### config.mk
export PLATFORM = sky130hd
export DESIGN_NAME = pp_seq_gen
export DESIGN_NICKNAME = d
export VERILOG_FILES = /design/src/rtl/pp_seq_gen.sv
export SDC_FILE = /design/constraint.sdc
export NUM_CORES = 1
export LEC_CHECK = 0
export ABC_CLOCK_PERIOD_IN_PS = 1600
export CORE_MARGIN = 2
export CORE_UTILIZATION = 48
export CTS_CLUSTER_SIZE = 14
export DETAILED_ROUTE_END_ITERATION = 12
export PLACE_DENSITY_LB_ADDON = 0.3
export SLEW_MARGIN = 20
export SYNTH_ARGS = -nofsm -noshare
export SYNTH_HDL_FRONTEND = slang
export SYNTH_SLANG_ARGS = --single-unit
### constraint.sdc
create_clock -name Clk -period 1.6 [get_ports Clk]
set_input_delay 0.24 -clock Clk [delete_from_list [all_inputs] [get_ports Clk]]
set_output_delay 0.24 -clock Clk [all_outputs]
set_load 0.02 [all_outputs]
### src/rtl/pp_seq_gen.sv
// pp_seq_gen: emits the {x,y} traversal 10,01,00 per pass, samples the detector q and counts hits
module pp_seq_gen #(
  parameter int         REP_W    = 4,
  parameter int         HIT_W    = 4,
  parameter logic [1:0] SYM0     = 2'b10,
  parameter logic [1:0] SYM1     = 2'b01,
  parameter logic [1:0] SYM2     = 2'b00,
  parameter logic [1:0] IDLE_SYM = 2'b00
) (
  input  logic             Clk,
  input  logic             Rst,
  input  logic             start,
  input  logic [REP_W-1:0] rep_cnt,
  input  logic             q,
  output logic             x,
  output logic             y,
  output logic             ready,
  output logic             busy,
  output logic             done,
  output logic [HIT_W-1:0] hit_cnt
);
  typedef enum logic [2:0] {IDLE, SEND0, SEND1, SEND2, CHECK, DONE} state_t;
  state_t state_q, state_d;
  logic [REP_W-1:0] rem_q, rem_d;
  logic [HIT_W-1:0] hit_q, hit_d;
  logic [1:0] sym_q, sym_d;
  logic ready_q, busy_q, done_q;
  always_comb begin
    state_d = state_q;
    rem_d = rem_q;
    hit_d = hit_q;
    case (state_q)
      IDLE: if (start) begin
        rem_d = rep_cnt;
        hit_d = '0;
        state_d = (rep_cnt != '0) ? SEND0 : DONE;
      end
      SEND0: state_d = SEND1;
      SEND1: state_d = SEND2;
      SEND2: state_d = CHECK;
      CHECK: begin
        rem_d = rem_q - REP_W'(1);
        hit_d = (q && hit_q != '1) ? hit_q + HIT_W'(1) : hit_q;
        state_d = (rem_d != '0) ? SEND0 : DONE;
      end
      default: state_d = IDLE;
    endcase
  end
  // outputs are registered from the next state so they line up with the state they decode
  assign sym_d = (state_d == SEND0) ? SYM0 :
                 (state_d == SEND1) ? SYM1 :
                 (state_d == SEND2) ? SYM2 : IDLE_SYM;
  always_ff @(posedge Clk) begin
    if (!Rst) begin
      state_q <= IDLE;
      rem_q <= '0;
      hit_q <= '0;
      sym_q <= IDLE_SYM;
      ready_q <= 1'b1;
      busy_q <= 1'b0;
      done_q <= 1'b0;
    end else begin
      state_q <= state_d;
      rem_q <= rem_d;
      hit_q <= hit_d;
      sym_q <= sym_d;
      ready_q <= state_d == IDLE;
      busy_q <= state_d inside {SEND0, SEND1, SEND2, CHECK};
      done_q <= state_d == DONE;
    end
  end
  assign {x, y} = sym_q;
  assign ready = ready_q;
  assign busy = busy_q;
  assign done = done_q;
  assign hit_cnt = hit_q;
endmodule

# After elaboration in Yosys (flattened, before gate mapping)
# Cells that the tools add are included.
# word_totals
reg_bits	16
elab_cells	44
# classes
n_eq_ne	12
add_sub_neg	2
n_bitwise	1
reduce_logical	10
mux	11
# ops
cell	n
$pmux 4 s2	2
$pmux 3 s5	1
$eq 3x2->1 const B	4
$mux 4	3
$reduce_bool 4->1	3
$eq 3x3->1 const B	3
$mux 3	3
$eq 3x1->1 const B	2
$logic_not 3->1	2
$add 4x1->4 const B	1
$ne 2x2->1 const B	2
$ne 4x4->1 const B	1
$sub 4x1->4 const B	1
$reduce_and 3->1	1
$mux 2	1
$reduce_and 2->1	1
$reduce_bool 2->1	1
$reduce_or 2->1	1
$logic_and 1x1->1	1
$mux 1	1
$not 1->1	1

# Logic depth before layout (Yosys ltp)
# logic_depth
word_depth	7
depth_mapped	6
mapped_depth_nobuf	6

# Least setup slack after synthesis
# Ideal clock, no wire load.
# synth_timing
path_type	register to register
startpoint	reg hit_q[0], in the netlist hit_cnt[0]
endpoint	reg hit_q[3], in the netlist hit_cnt[3]
synth_period_minus_slack_ns	1.460
path_stages_with_launch	6
required_time_ns	1.530
path_buffers	0
arrival_time_ns	1.390
slack_ns	0.140
path_cell_list	dfxtp_1 > ha_1 > nand4_1 > nand2_1 > or4_1 > a21oi_1
# synth_between
elab_chain_cells	4
# synth_rtl
element	line_no	source
from (decl)	25	logic [HIT_W-1:0] hit_q, hit_d;
from (signal assigned)	65	hit_q <= hit_d;
branches (longest 4 deep; another with $add 4x1->4)	n/a	
# Several ways; the timed one is not identified. The select of a mux whose other input is x is not followed.
# A chain may end at the register's enable or synchronous reset.

# Worst setup path after layout
# Ends and elaborated chain as after synthesis.

==> qor.yml <==
outcome:
  status: "complete, no violations"
sta:
  fmax_mhz: 676
  fin_crit_ns: 1.48
  worst_slack_ns: 0.122
  rsz0062_at_grt: "no"
  slew_viol_final: 0
  skew_ns: 0.00257
  setup_viol: 0
  max_slew_margin_pct: 76.9
  hold_violations: 0
  finalCritPeriodShare_pct: 92.4
  worst_pin_slew_ns: 0.345
routing:
  wl_per_cell_um: 14.2
  ant_nets: 0
  vias_per_cell: 6.00
  wl_mm: 1.92
  drtIter0Drc: 23
  drcViolationCount: 0
  num_vias: 810
  drt_first_pass_iters: 4
cts:
  clk_latency_ns: 0.28
  cts_max_path_buffers: 2
  cts.reportedPaths.clkPinSlew_ns: 0.09
  htree_num_levels: 1
  numCtsBuffers: 3
  clock-sinks: 16
  root_buffer: "clkbuf_4"
  cts_tree: "yes"
worst_setup_path:
  worstRegToRegCells: 5
  r2r-start: "hit_cnt[0]"
  ff2ff_setup_slack_ns: 0.12
  endpoint_kind: "register"
  critical_path_arrival_ns: 1.70
  worstPathMaxFanout: 6
  cpPeakStageDelay_ns: 0.46
  crit_path_top_delay_cell: "or4_1"
  path_delay_family: "simple AND/OR/NAND/NOR gates"
  path_buf_inv: 0
  crit_required_ns: 1.82
  critical_path_class: "register to register"
  path_cells: "ha_2, nand4_1, nand2_1, or4_1, a21oi_1"
  r2r_end: "hit_cnt[3]"
  critPathLaunchType: "register"
floorplanning:
  io_pins: 17
  die_y_um: 44.1
  rows: 14
  fp.dieW_um: 44.1
  core_area_sq_um: 1510
  die_area_sq_um: 1950
  start_util_pct: 51.3
yosys:
  yosys.cell_types.count: 33
  synth-simple-area-share_pct: 24.6
  synth_async_sr_flop_share_pct: 0
  synth_edf_count: 0
  ys.flop_type: "dfxtp_1"
  synth_xor_area_share_pct: 2.27
  syn_area_sq_um: 773
  yosys-mux-area-fraction_pct: 4.05
  synthAdderAreaFrac_pct: 4.85
  netlist_instances: 93
  synth_top_family_by_area: "simple AND/OR/NAND/NOR gates"
  synth_compound_area_share_pct: 18.0
  seq_area_frac_synth_pct: 41.4
  synth_nets: 104
  synthTopCellsByArea: "dfxtp_1, nor2_1, ha_1"
  ys_ff_latch: 16
  synth_top_area_share_pct: 41.4
  synth_top_area_cell: "dfxtp_1"
  syn_area_per_cell_sq_um: 8.31
  yosysWarningCount: 0
global_routing:
  gr-usage-met3_pct: 4.08
  use_met1_pct: 28.6
  grt_pass1_wl_mm: 3.22
  antenna_found_initial: 0
  grt_pass1_vias: 736
  grt_use_total_pct: 23.1
  grt-ovfl-total: 0
  busiest_layer: "met2"
  grt_util_met2_pct: 37.1
  grt_max_degree: 12
layout:
  syn2layout_area_growth_pct: 35.9
  nets: 132
  drive_above_1_share_pct: 16.8
  fillerInstances: 123
  final_util_pct: 69.8
  num_antenna_cells: 0
flow_run:
  maxCapViolations: 0
place:
  io_buffers: 16
  post-place-ws_ns: -0.0489
  hpwl_mm: 1.49
  gp_congestion: 0.825
hold_path:
  hold_class: "register to register"
  holdPathEnd: "hit_cnt[3]"
  holdPathStages: 2
  holdCritStartpoint: "hit_cnt[3]"
power:
  power_density_nw_per_um2: 845
  peakVddDrop_v: 0.000614
  leakage_nw: 0.478
  finalPower_w: 0.000888
-- worst register-to-register path, stage by stage, from the launching register on --
cell     delay, ns
dfxtp_1       0.38
ha_2          0.24
nand4_1       0.11
nand2_1       0.07
or4_1         0.46
a21oi_1       0.14
-- how the worst max path moves through the flow --
stage / depth (start not counted) / endpoint / from
CTS: 1 / hit_cnt[2] / hit_cnt[2]
detailed placement: 5 / hit_cnt[3] / q
global placement: 5 / hit_cnt[3] / start
global route: 5 / hit_cnt[3] / hit_cnt[0]
floorplan: 5 / hit_cnt[3] / hit_cnt[0]
finish: 5 / hit_cnt[3] / hit_cnt[0]
-- registers in the layout, summed over array words and instances (netlist names) --
name	flops
hit_cnt	4
ready	1
rem_q	4
state_q	3
done	1
busy	1
sym_q	2
-- cells in the mapped netlist (2+ instances only) --
cell type and instances:
clkbuf_1 2, or4_1 2, buf_2 3, nand4_1 3, o21ai_0 4, nand2_1 9
inv_1 4, nor2_1 12, dfxtp_1 16, a21oi_1 5, o31ai_1 2, nor3_1 2
ha_1 3, or3_1 2, nand3_1 4, o22ai_1 2, mux2i_1 2
-- cells by family after synthesis --
kind of cell    count (synthesis)
mux                             3
flops                          16
fa+ha+maj                       3
buf+inv                         9
compound gates                 21
simple gates                   39
xor+xnor                        2
-- per-stage QoR --
| stage | cell area (sq um) | cells | setup TNS, ns | hold slack (ns) |
|---|---|---|---|---|
| 2_1_floorplan | 773 | 93 | 0 | 0.429 |
| 3_3_place_gp | 1020 | 132 | -0.00961 | 0.492 |
| 3_5_place_dp | 1020 | 132 | -0.0489 | 0.516 |
| 4_1_cts | 1040 | 135 | 0 | 0.529 |
| 5_1_grt | 1050 | 135 | 0 | 0.571 |
| 6_report | 1050 | 135 | 0 | 0.542 |
-- placed cells by master (no fill, tap or decap), types with 3 or more instances in the layout --
cell type	count
nand2_1	9
clkdlybuf4s50_1	12
buf_4	12
nand4_1	3
o21ai_0	3
dfxtp_1	14
a21oi_1	5
nor2_1	12
clkbuf_4	3
inv_1	4
nand3_1	4
-- area by class of cell --
type | count | area [sq um] | share of cell area (%)
clock buffers | 3 | 22.5 | 2.14
repair buffers | 28 | 253 | 24.0
multi-input cells | 68 | 418 | 39.8
well taps | 16 | 20.0 | 1.90
flip-flops and latches | 16 | 323 | 30.7
inverters | 4 | 15.0 | 1.43
-- layer usage --
layer / vias up / share of wire (%)
li1: 389 / -
met3: 2 / 6.6
met1: 381 / 42
met4: 0 / 1.3
met5: - / 0
met2: 38 / 50
-- where the power goes --
part / switching [W] / internal, W / leakage (nW)
Clock: 0.000118 / 0.0000874 / 0.0138
Combinational: 0.000112 / 0.000115 / 0.332
Sequential: 0.0000265 / 0.000429 / 0.132
-- what timing repair did --
item | CTS | global route
endpoints found under the setup margin | 2 | 7
gates resized for setup | 2 | 7
gates cloned | 0 | 0
hold buffers | 0 | 0
setup buffers | 0 | 0
Note: power is estimated with default switching activity, not from simulation.
==> edit: new RTL, config.mk and constraints unchanged <==
Register the output `hit_cnt` once more, with the module's reset; this adds one clock of latency there. The other outputs are not delayed to match.
--- a/src/rtl/pp_seq_gen.sv
+++ b/src/rtl/pp_seq_gen.sv
@@ -73,6 +73,12 @@
   assign ready = ready_q;
   assign busy = busy_q;
   assign done = done_q;
-  assign hit_cnt = hit_q;
+  always_ff @(posedge Clk) begin
+    if (!Rst) begin
+      hit_cnt <= '0;
+    end else begin
+      hit_cnt <= hit_q;
+    end
+  end
 endmodule
 
Formal check against the unedited RTL: not equivalent (a bounded check fails within 10 cycles, from zero or initial values and one cycle with Rst low).
==> edit against the original RTL <==
  * Sequential cell count is 4 higher
  * Area after synthesis grew 20%
  * Sequential power increased by 25%
  * Synthesized cell count up 7.5%
  * Power rose by 23%
  * Worst setup slack lost 0.024 ns
  * Wire length fell by 4.5%
  * Design area up 15%
  * Hold slack worse by 0.035 ns
==> edit: results (changes against the original RTL) <==
maximum VDD drop=475 uV (-23%); Int Pwr=784 uW (+24%); number of warnings issued by yosys=0 (unchanged); Routability Congestion=0.810 (-1.8%); DR pass1 iterations=4 (unchanged); largest net degree at the start of global routing=13 (+1); Max Clock Skew=0.00557 ns (+0.00300 ns); Slew HR=67.7% (-9.2 points); total track usage=17.9% (-5.1 points); DR vias=811 (+0.12%); Detail Route Antenna Nets=0 (unchanged); nets@finish=137 (+3.8%); DRT iter0 DRCs=11 (-52%); critical path peak fanout=10 (+4); Setup Slack @ Placement=-0.0598 ns (-0.0109 ns); H-tree depth=1 (unchanged); HPWL after DPL=1380 microns (-7.7%); layout cells sized above 1=16.0% (-0.81 points); Synth area leaders=dfxtp_1, ha_1, and2_1; Pleak=0.000457 uW (-4.4%); root buffer selected by CTS=clkbuf_4; Max Root-Sink Buffers=2 (unchanged); Hold WC Path Type=register to register; Routed WL per cell=12.2 microns (-14%); Top Registers=hit_cnt (4), hit_q (4), rem_q (4); WP data arrival=1.74 ns (+0.04 ns); Seq/Total Area, Yosys=43.0% (+1.6 points); global-route wire length before repair=2820 microns (-12%); ys async rst share=0% (unchanged); initial antenna violation count=0 (unchanged); Syn Nets=111 (+6.7%); status=complete, no violations; IO Port Bufs=16 (unchanged); clock slew at reported path FFs=0.11 ns (+0.02 ns); Worst-Skew Late Latency=0.30 ns (+0.02 ns); buffer count from post-CTS setup fixing=0 (unchanged); Num CTS Buffers=3 (unchanged); vias in the first global route=658 (-11%); top post-synthesis cells by count=dfxtp_1, a21oi_1, nor2_1, o21ai_0; Netlist cell types=36 (+9.1%); ys flop type=dfxtp_1; n_diodes=0 (unchanged)
edit: changes by cell type in the layout (fill, tap and decap cells not counted), sizes merged, moves of 3 or more:
cell           before  now
nor2               12    7
and2                1    5
clkdlybuf4s50      12   16
dfxtp              16   20
nand2               9    5
o21ai               4    8
a21boi              0    3
buf                12    9
nor2b               1    4
nor3                2    5
edit: area by class of cell:
type                            count  area (sq um)
Fill cell                         144           578
Inverter                            5          18.8
Multi-Input combinational cell     71           488
Clock buffer                        4          36.3
Sequential cell                    20           403
Tap cell                           25          31.3
Timing Repair Buffer               25           228
edit: power groups by stage:
stage | sequential (uW) | combinational (uW) | clock [uW]
floorplan | 573 | 142 | 0
global placement | 578 | 219 | 0
detailed placement | 581 | 225 | 0
CTS | 569 | 226 | 293
global route | 575 | 249 | 320
finish | 569 | 224 | 297
edit: timing repair:
item	in CTS	in global routing
resized for setup	0	3
setup endpoints to repair	0	2
hold buffers	0	0
hold endpoints to repair	0	0
edit: kinds of logic (layout without fill, tap and decap cells):
group,count (synthesis),in the layout,synth area share (%)
buf+inv,9,34,4.97
compound gates,26,26,18.4
simple gates,37,37,24.6
flops,20,20,43.0
mux,2,2,2.15
fa+ha+maj,3,3,4.03
xor+xnor,3,3,2.82
edit: metrics by stage:
step	util (%)	instance area [sq um]	hold slack [ns]	cells
after global routing	67.6	1200	0.531	150
after floorplan	-	931	0.377	100
final	67.6	1200	0.507	150
after detailed placement	65.2	1160	0.491	146
after global placement	65.2	1160	0.480	146
after CTS	67.2	1200	0.507	150
edit: worst paths after layout:
check             endpoint  depth (start not counted)       start  slack [ns]
setup reg to reg  hit_q[3]                          4  state_q[0]         0.1
hold / removal    hit_q[3]                          2    hit_q[3]        0.51
setup / recovery  hit_q[3]                          4  state_q[0]         0.1
hold reg to reg   hit_q[3]                          2    hit_q[3]        0.51
edit: per-layer routing:
| metal | global-route usage [%] | share of wire (%) | up-vias |
|---|---|---|---|
| met5 | 0 | 0 | - |
| met2 | 26.9 | 46 | 25 |
| met4 | 8.11 | 1.3 | 0 |
| met3 | 2.26 | 4.3 | 4 |
| li1 | - | - | 408 |
| met1 | 25.5 | 48 | 374 |
edit: critical path, stage by stage (launching register included):
cell and delay [ns]:
dfxtp_1 0.47, nor2_4 0.21, o21ai_2 0.09, or4_1 0.51, a21boi_1 0.15
